## config.mk

```make
export PLATFORM = sky130hd
export DESIGN_NAME = pool_writer
export DESIGN_NICKNAME = d
export VERILOG_FILES = /design/src/rtl/pool_writer.sv
export SDC_FILE = /design/constraint.sdc
export NUM_CORES = 1
export LEC_CHECK = 0
export CAP_MARGIN = 20
export CORE_ASPECT_RATIO = 1.1
export CORE_MARGIN = 2
export CORE_UTILIZATION = 45
export CTS_CLUSTER_DIAMETER = 120
export DETAILED_ROUTE_END_ITERATION = 8
export PLACE_DENSITY = 0.72
export SYNTH_ARGS = -nofsm -noshare
export SYNTH_HDL_FRONTEND = slang
export SYNTH_SLANG_ARGS = --single-unit
export TNS_END_PERCENT = 1
```

## constraint.sdc

```tcl
create_clock -name clk -period 32.7 [get_ports clk]
set_input_delay 4.905 -clock clk [delete_from_list [all_inputs] [get_ports clk]]
set_output_delay 4.905 -clock clk [all_outputs]
set_load 0.03 [all_outputs]
```

## src/rtl/pool_writer.sv

```systemverilog
// pool_writer: packs pooled vectors into full-width buffer lines and writes them out
// Ports:
//   clk, reset           sole clock (rising edge), asynchronous active-high reset
//   start                one-cycle layer request; latches base_addr and pool_window_size
//   base_addr            first write address of the layer
//   pool_window_size     window W (1, 2 or 4; anything else behaves as 1)
//   in_data              pooled vector; lanes 0..DESIGN_SIZE/W-1 are meaningful
//   in_data_available    in_data/validity_mask valid this cycle
//   validity_mask        per-lane validity of in_data
//   done_pool_in         no more vectors for this layer
//   bram_addr/wdata/we   registered line write; we is all-zero when not writing
//   busy                 high outside IDLE
//   done_write           one-cycle end-of-layer pulse
//   line_count           lines written this layer (wraps at 2^16)
module pool_writer #(
    parameter int DWIDTH        = 8,
    parameter int DESIGN_SIZE   = 16,
    parameter int MASK_WIDTH    = 16,
    parameter int MAX_BITS_POOL = 3,
    parameter int AWIDTH        = 10
) (
    input  logic                          clk,
    input  logic                          reset,
    input  logic                          start,
    input  logic [AWIDTH-1:0]             base_addr,
    input  logic [MAX_BITS_POOL-1:0]      pool_window_size,
    input  logic [DESIGN_SIZE*DWIDTH-1:0] in_data,
    input  logic                          in_data_available,
    input  logic [MASK_WIDTH-1:0]         validity_mask,
    input  logic                          done_pool_in,
    output logic [AWIDTH-1:0]             bram_addr,
    output logic [DESIGN_SIZE*DWIDTH-1:0] bram_wdata,
    output logic [MASK_WIDTH-1:0]         bram_we,
    output logic                          busy,
    output logic                          done_write,
    output logic [15:0]                   line_count
);
    typedef enum logic [1:0] {IDLE, COLLECT, DONE} state_t;
    localparam int VW = DESIGN_SIZE * DWIDTH;
    localparam int L2 = DESIGN_SIZE / 2;
    localparam int L4 = DESIGN_SIZE / 4;
    state_t state;
    logic [AWIDTH-1:0] addr;
    logic w2, w4, pend, full, wr;
    logic [1:0] slot, slot_n, last_slot;
    logic [VW-1:0] line, line_n, cur_line;
    logic [MASK_WIDTH-1:0] mask, mask_n, cur_mask;
    // Each line lane k comes from one fixed vector lane for a given W; the
    // slot decides whether this capture fills it. A fresh line starts from zero
    // so a flushed partial line carries zeros and no enables in unfilled lanes.
    for (genvar k = 0; k < DESIGN_SIZE; k++) begin : g_lane
        localparam int S2 = k / L2;
        localparam int S4 = k / L4;
        localparam int J2 = k % L2;
        localparam int J4 = k % L4;
        logic hit;
        assign hit = w4 ? (slot == S4[1:0]) : w2 ? (slot == S2[1:0]) : 1'b1;
        assign line_n[k*DWIDTH +: DWIDTH] = hit ?
            (w4 ? in_data[J4*DWIDTH +: DWIDTH] : w2 ? in_data[J2*DWIDTH +: DWIDTH] : in_data[k*DWIDTH +: DWIDTH]) :
            (slot == 2'd0 ? '0 : line[k*DWIDTH +: DWIDTH]);
        assign mask_n[k] = hit ?
            (w4 ? validity_mask[J4] : w2 ? validity_mask[J2] : validity_mask[k]) :
            ((slot != 2'd0) & mask[k]);
    end
    assign last_slot = w4 ? 2'd3 : w2 ? 2'd1 : 2'd0;
    assign full      = in_data_available && slot == last_slot;
    assign slot_n    = in_data_available ? (full ? 2'd0 : slot + 2'd1) : slot;
    assign cur_line  = in_data_available ? line_n : line;
    assign cur_mask  = in_data_available ? mask_n : mask;
    // A completed line always writes; end of input also flushes a partial line.
    assign wr        = full || (done_pool_in && slot_n != 2'd0);
    always_ff @(posedge clk or posedge reset) begin
        if (reset) begin
            state      <= IDLE;
            addr       <= '0;
            w2         <= 1'b0;
            w4         <= 1'b0;
            pend       <= 1'b0;
            slot       <= '0;
            line       <= '0;
            mask       <= '0;
            bram_addr  <= '0;
            bram_wdata <= '0;
            bram_we    <= '0;
            busy       <= 1'b0;
            done_write <= 1'b0;
            line_count <= '0;
        end else begin
            bram_we    <= '0;
            done_write <= 1'b0;
            case (state)
                IDLE: if (start) begin
                    addr       <= base_addr;
                    w2         <= pool_window_size == MAX_BITS_POOL'(2);
                    w4         <= pool_window_size == MAX_BITS_POOL'(4);
                    slot       <= '0;
                    line       <= '0;
                    mask       <= '0;
                    line_count <= '0;
                    busy       <= 1'b1;
                    state      <= COLLECT;
                end
                COLLECT: begin
                    if (in_data_available) begin
                        line <= line_n;
                        mask <= mask_n;
                        slot <= slot_n;
                    end
                    if (wr) begin
                        bram_we    <= cur_mask;
                        bram_wdata <= cur_line;
                        bram_addr  <= addr;
                        addr       <= addr + 1'b1;
                        line_count <= line_count + 16'd1;
                    end
                    // With a write still on the bus, the pulse waits one more cycle.
                    if (done_pool_in) begin
                        state      <= DONE;
                        done_write <= !wr;
                        pend       <= wr;
                    end
                end
                DONE: begin
                    done_write <= pend;
                    pend       <= 1'b0;
                    if (!pend) begin
                        state <= IDLE;
                        busy  <= 1'b0;
                    end
                end
                default: state <= IDLE;
            endcase
        end
    end
endmodule

```

==> qor.yml, run 1 <==
route:
  antenna_left: 0
  drc: 0
  first_pass_iters: 5
  first_iter_violations: 1014
  vias: 13000
  routedWlPerCell_um: 21.0
  drt-vias-per-instance: 5.74
  routed_wl_um: 47600
power:
  p_switching_w: 0.000826
  finalPower_w: 0.00199
  ir_drop_mv: 0.0642
  pwr_density_cell_nw_per_um2: 97.6
  p_comb_share_pct: 45.3
  p_int_w: 0.00116
  p_leak_nw: 8.88
  clkPwrFrac_pct: 21.0
  p_sw_share_pct: 41.5
  power_frac_seq_pct: 33.7
yosys:
  syn_area_per_cell_um2: 10.1
  synthesis.area_um2: 15600
  synth-warning-count: 0
  synth_edf_count: 0
  synth_cell_types: 59
  syn-num-nets: 1706
  async_flop_share_pct: 100
  ys_seq_area_share_pct: 53.5
  ys_ff_latch: 333
  syn_inst: 1535
  synth_flop_cell: "dfrtp_1"
finish:
  layout_common_cells: "clkdlybuf4s50_1 (333), dfrtp_1 (331), nand2_1 (265)"
  drive_gt1_share_pct: 5.53
  nNetsFinal: 1976
  final_cells: 2270
  area_delta_synth_final_pct: 30.7
  final_common_cell: "clkdlybuf4s50_1"
placed_design:
  hpwl_um: 31500
  place_inst: 2203
  io_buffers: 333
  gp_congestion: 0.856
worst_setup_path:
  worstReg2RegStart: "state[1]"
  cp_max_fo: 92
  start_kind: "primary input"
  required_ns: 33.10
  endpoint_kind: "register"
  critical_path_class: "in2reg"
  critPathArrivalTime_ns: 8.25
  cp-startpoint: "in_data_available"
global_routing:
  grt_pass1_wl_um: 73400
  grt_pass1_vias: 13000
  track_usage_pct: 25.8
  grt_max_degree: 127
  antenna_found_initial: 5
  grt-ovfl-total: 0
sta:
  slew_violations: 0
  skew_ns: 0.0160
  setup_tns_ns: 0
  setup_viol: 0
  period_share_pct: 24.0
  fmax_mhz: 128
  rsz0062_at_grt: "false"
  max_slew_margin_pct: 20.9
  fin_crit_ns: 7.84
  max_slew.worst_pin.slew_ns: 1.19
  hold_viol: 0
clock_network:
  clock_path_buffers: 3
  clkTransAtPathRegs_ns: 0.06
  htreeDepth: 2
  cts_root_buffer: "clkbuf_16"
  ctsResizeCount: 0
  cts_setup_buffers: 0
  hold_buffers: 0
  cts_tree: "done"
  clk_latency_ns: 0.52
  cts_made_buffers: 36
  clock-sinks: 333
hold_path:
  hold_start: "bram_addr[0]"
  worstHoldPathType: "reg2reg"
status:
  status: "finished clean"
floorplan:
  die_w_um: 181
  core_um2: 34200
  num_rows: 71
  fp.dieH_um: 199
  dieArea_um2: 36100
  io_pins: 334
  start_util_pct: 45.5
run:
  cap_violations: 0
## power by group through the flow
stage | Clock [W] | Combinational, W | Sequential, W
floorplan | 0 | 0.000473 | 0.000786
global placement | 0 | 0.000878 | 0.000668
detailed placement | 0 | 0.000900 | 0.000674
CTS | 0.000423 | 0.000903 | 0.000669
global route | 0.000441 | 0.000977 | 0.000688
finish | 0.000417 | 0.000901 | 0.000670
## sequential cells by signal (all words and copies together) (netlist names), 2 cells and up
register    cells
mask           16
state           2
line          128
bram_we        16
line_count     16
bram_addr      10
addr           10
bram_wdata    128
slot            2
## worst max-delay path: stages
cell and delay [ns]:
clkdlybuf4s50_1 0.79, and2_1 0.40, a32o_2 0.33, a22oi_4 0.46, buf_4 0.78, nor2_1 0.20, a311oi_1 0.33
## kinds of logic (layout without fill, tap and decap cells)
group                    Yosys count  in the layout  synth area share, %
adder cells (fa/ha/maj)            9              9                0.723
flip-flops                       333            333                 53.5
XOR/XNOR                           1              1               0.0562
other                              0              5                    0
buffers and inverters            136            428                 4.22
AND/OR/NAND/NOR                  392            392                 10.9
multiplexers                     141            141                 9.32
AO/OA/AOI/OAI                    523            523                 21.3
## synthesized netlist by cell type, drive strengths merged (2+ instances only)
library cell	count	share of area, %
mux2	33	2.4
o21a	2	0.096
a41o	3	0.19
or3	4	0.16
o22ai	5	0.24
nor3b	2	0.096
nand2b	40	1.6
ha	9	0.72
and3	7	0.28
nor2	37	0.91
nand3	11	0.35
a22oi	37	1.9
a22o	70	3.9
a211o	4	0.22
nor3	7	0.22
inv	13	0.31
a2bb2oi	6	0.34
a311oi	3	0.17
dfrtp	333	53
nand2	266	6.4
o21ai	222	7.2
buf	69	2.6
mux2i	108	6.9
and2	3	0.12
or4	2	0.096
a211oi	7	0.37
nand4	5	0.20
a41oi	4	0.22
and4	3	0.17
a32oi	3	0.17
nor2b	2	0.080
o211ai	7	0.34
a31oi	7	0.28
clkbuf	54	1.3
o2bb2ai	34	1.9
a21oi	100	3.2
## path summary, 6_finish.rpt
path	to	slack (ns)	cells past startpoint
max in group asynchronous	line[49]	26.30	3
worst min register to register	bram_addr[0]	0.47	2
min in group asynchronous	mask[6]	4.99	2
worst min-delay path	bram_addr[0]	0.47	2
worst max register to register	addr[9]	29.19	9
worst max-delay path	addr[9]	24.86	7
## metrics by stage
step                      area [um2]  hold WS [ns]  utilization (%)  setup slack [ns]
after floorplan                15600         0.450                -             18.57
after global placement         19100         0.462             55.7             24.49
after detailed placement       19100         0.466             55.9             24.32
after CTS                      20300         0.480             59.4             24.84
after global routing           20400         0.495             59.6             24.64
final                          20400         0.475             59.6             24.86
## layer usage
layer,track usage [%],part of all wire [%],vias up
met4,11.5,4.2,0
li1,-,-,6030
met5,0,0,-
met2,39.9,46,470
met3,4.65,6.3,93
met1,35.6,44,6443
## area by class of cell
cell class	count	area, um2
fill	2887	13800
antenna	5	12.5
sequential	333	8340
clock buffer	50	1030
clock inverter	10	153
multi-input combinational	1066	6660
tap	438	548
inverter	13	56.3
timing repair buffer	355	3570
Power figures use the tool's default switching activity.
==> inputs of run 2 (changes only) <==
- PLACE_DENSITY: 0.72 -> 0.75
- clock period: 32.7 -> 6.8 ns (I/O delays scaled with it)
==> run 2 against run 1 <==
Register-to-register slack got worse by 26 ns. Clock skew up 0.016 ns. Largest cell class unchanged. Sequential share of layout area down 0.14 points. Count of clock-buffer cells in the layout up 6. Sequential power rose to 4.8 times the previous value. Worst hold slack about the same.
==> qor.yml, run 2 (synthesis results as in run 1) <==
status:
  status: "finished clean"
placed_design:
  io_buffers: 333
  place_inst: 2202
  placed_area_um2: 19100
  gp_congestion: 0.865
  hpwl_um: 31600
global_routing:
  grt_util_met2_pct: 40.7
  gr-usage-met1_pct: 35.3
  grt_pass1_vias: 13300
  grt-ovfl-total: 0
  grt_pass1_wl_um: 74400
  antenna_found_initial: 2
  grt_max_degree: 172
  track_usage_pct: 25.8
  grt_util_met3_pct: 5.25
  busiest_layer: "met2"
power:
  pwr_density_cell_nw_per_um2: 471
  p_leak_nw: 8.91
  ir_drop_mv: 0.298
sta:
  whs_ns: 0.475
  slew_violations: 0
  skew_ns: 0.0317
  rsz0062_at_grt: "false"
  max_slew.worst_pin.slew_ns: 1.07
  max_slew_margin_pct: 28.7
  hold_viol: 0
  fmax_mhz: 274
  setup_tns_ns: 0
  setup_viol: 0
  fin_crit_ns: 3.65
  period_share_pct: 53.7
clock_network:
  clk_latency_ns: 0.52
  hold_buffers: 0
  cts_made_buffers: 37
  ctsResizeCount: 0
  clock_path_buffers: 3
  htreeDepth: 2
  clkTransAtPathRegs_ns: 0.06
  cts_setup_buffers: 0
  clock-sinks: 333
  cts_root_buffer: "clkbuf_16"
  cts_tree: "done"
finish:
  final_cells: 2271
  top_regs: "bram_wdata (128), line (128)"
  postLayoutCellArea_um2: 20400
  area_delta_synth_final_pct: 31.2
  nNetsFinal: 1976
  drive_gt1_share_pct: 5.74
  layout_common_cells: "clkdlybuf4s50_1 (333), dfrtp_1 (331), nand2_1 (265)"
  final_common_cell: "clkdlybuf4s50_1"
route:
  drt-vias-per-instance: 5.79
  routedWlPerCell_um: 20.7
  antenna_left: 0
  routed_wl_um: 47100
  vias: 13100
  first_pass_iters: 5
  drc: 0
  first_iter_violations: 898
run:
  cap_violations: 0
floorplan:
  fp.dieH_um: 199
  num_rows: 71
  start_util_pct: 45.5
  core_um2: 34200
  die_w_um: 181
  io_pins: 334
  dieArea_um2: 36100
worst_setup_path:
  critical_path_class: "in2reg"
  required_ns: 7.19
  endpoint_kind: "register"
  start_kind: "primary input"
  cp_max_fo: 71
  critPathArrivalTime_ns: 4.04
hold_path:
  worstHoldPathType: "reg2reg"
[run 2: cell types whose count changed in the layout (fill, tap and decap cells not counted), sizes merged]
cell,previous run,this run
buf,22,21
bufinv,4,2
clkbuf,50,56
clkinv,5,4
clkinvlp,1,2
diode,5,3
[run 2: layout make-up]
| type | instances | area, um2 |
|---|---|---|
| Fill cell | 2851 | 13800 |
| Sequential cell | 333 | 8340 |
| Multi-Input combinational cell | 1066 | 6660 |
| Timing Repair Buffer | 354 | 3590 |
| Clock buffer | 56 | 1150 |
| Tap cell | 438 | 548 |
| Clock inverter | 8 | 96.3 |
| Inverter | 13 | 52.6 |
| Antenna cell | 3 | 7.51 |
[run 2: metrics by stage]
step | setup slack, ns | total power, W | utilization (%)
4_1_cts | 3.15 | 0.00965 | 59.6
6_report | 3.15 | 0.00962 | 59.8
3_3_place_gp | 2.75 | 0.00741 | 55.8
5_1_grt | 2.84 | 0.0102 | 59.7
2_1_floorplan | 1.33 | 0.00605 | -
3_5_place_dp | 2.63 | 0.00758 | 55.9
[run 2: report_power, final]
group	switching [W]	total, W	internal, W
sequential	0.000488	0.00324	0.00275
combinational	0.00270	0.00435	0.00165
clock	0.000795	0.00203	0.00124
total	0.00398	0.00962	0.00564
[run 2: worst paths after layout]
| kind | from | end | slack, ns | cells past startpoint |
|---|---|---|---|---|
| worst max-delay path | in_data_available | bram_wdata[114] | 3.15 | 7 |
| worst min-delay path | bram_addr[4] | bram_addr[4] | 0.47 | 2 |
| worst max register to register | state[1] | line[15] | 3.18 | 10 |
| worst min register to register | bram_addr[4] | bram_addr[4] | 0.47 | 2 |
| max in group asynchronous | reset | line[16] | 4.59 | 3 |
| min in group asynchronous | reset | bram_wdata[63] | 0.92 | 2 |
[run 2: worst max-delay path, cell delays in order]
cell and delay, ns:
clkdlybuf4s50_1 0.78, and2_1 0.39, a32o_2 0.33, a22oi_4 0.19, buf_4 0.58, buf_4 0.50
o21ai_0 0.17
[run 2: per-layer routing]
layer,up-vias,routed length [um]
met3,103,3420
met1,6466,20200
met2,526,21600
met5,-,0
met4,0,1880
li1,6045,-
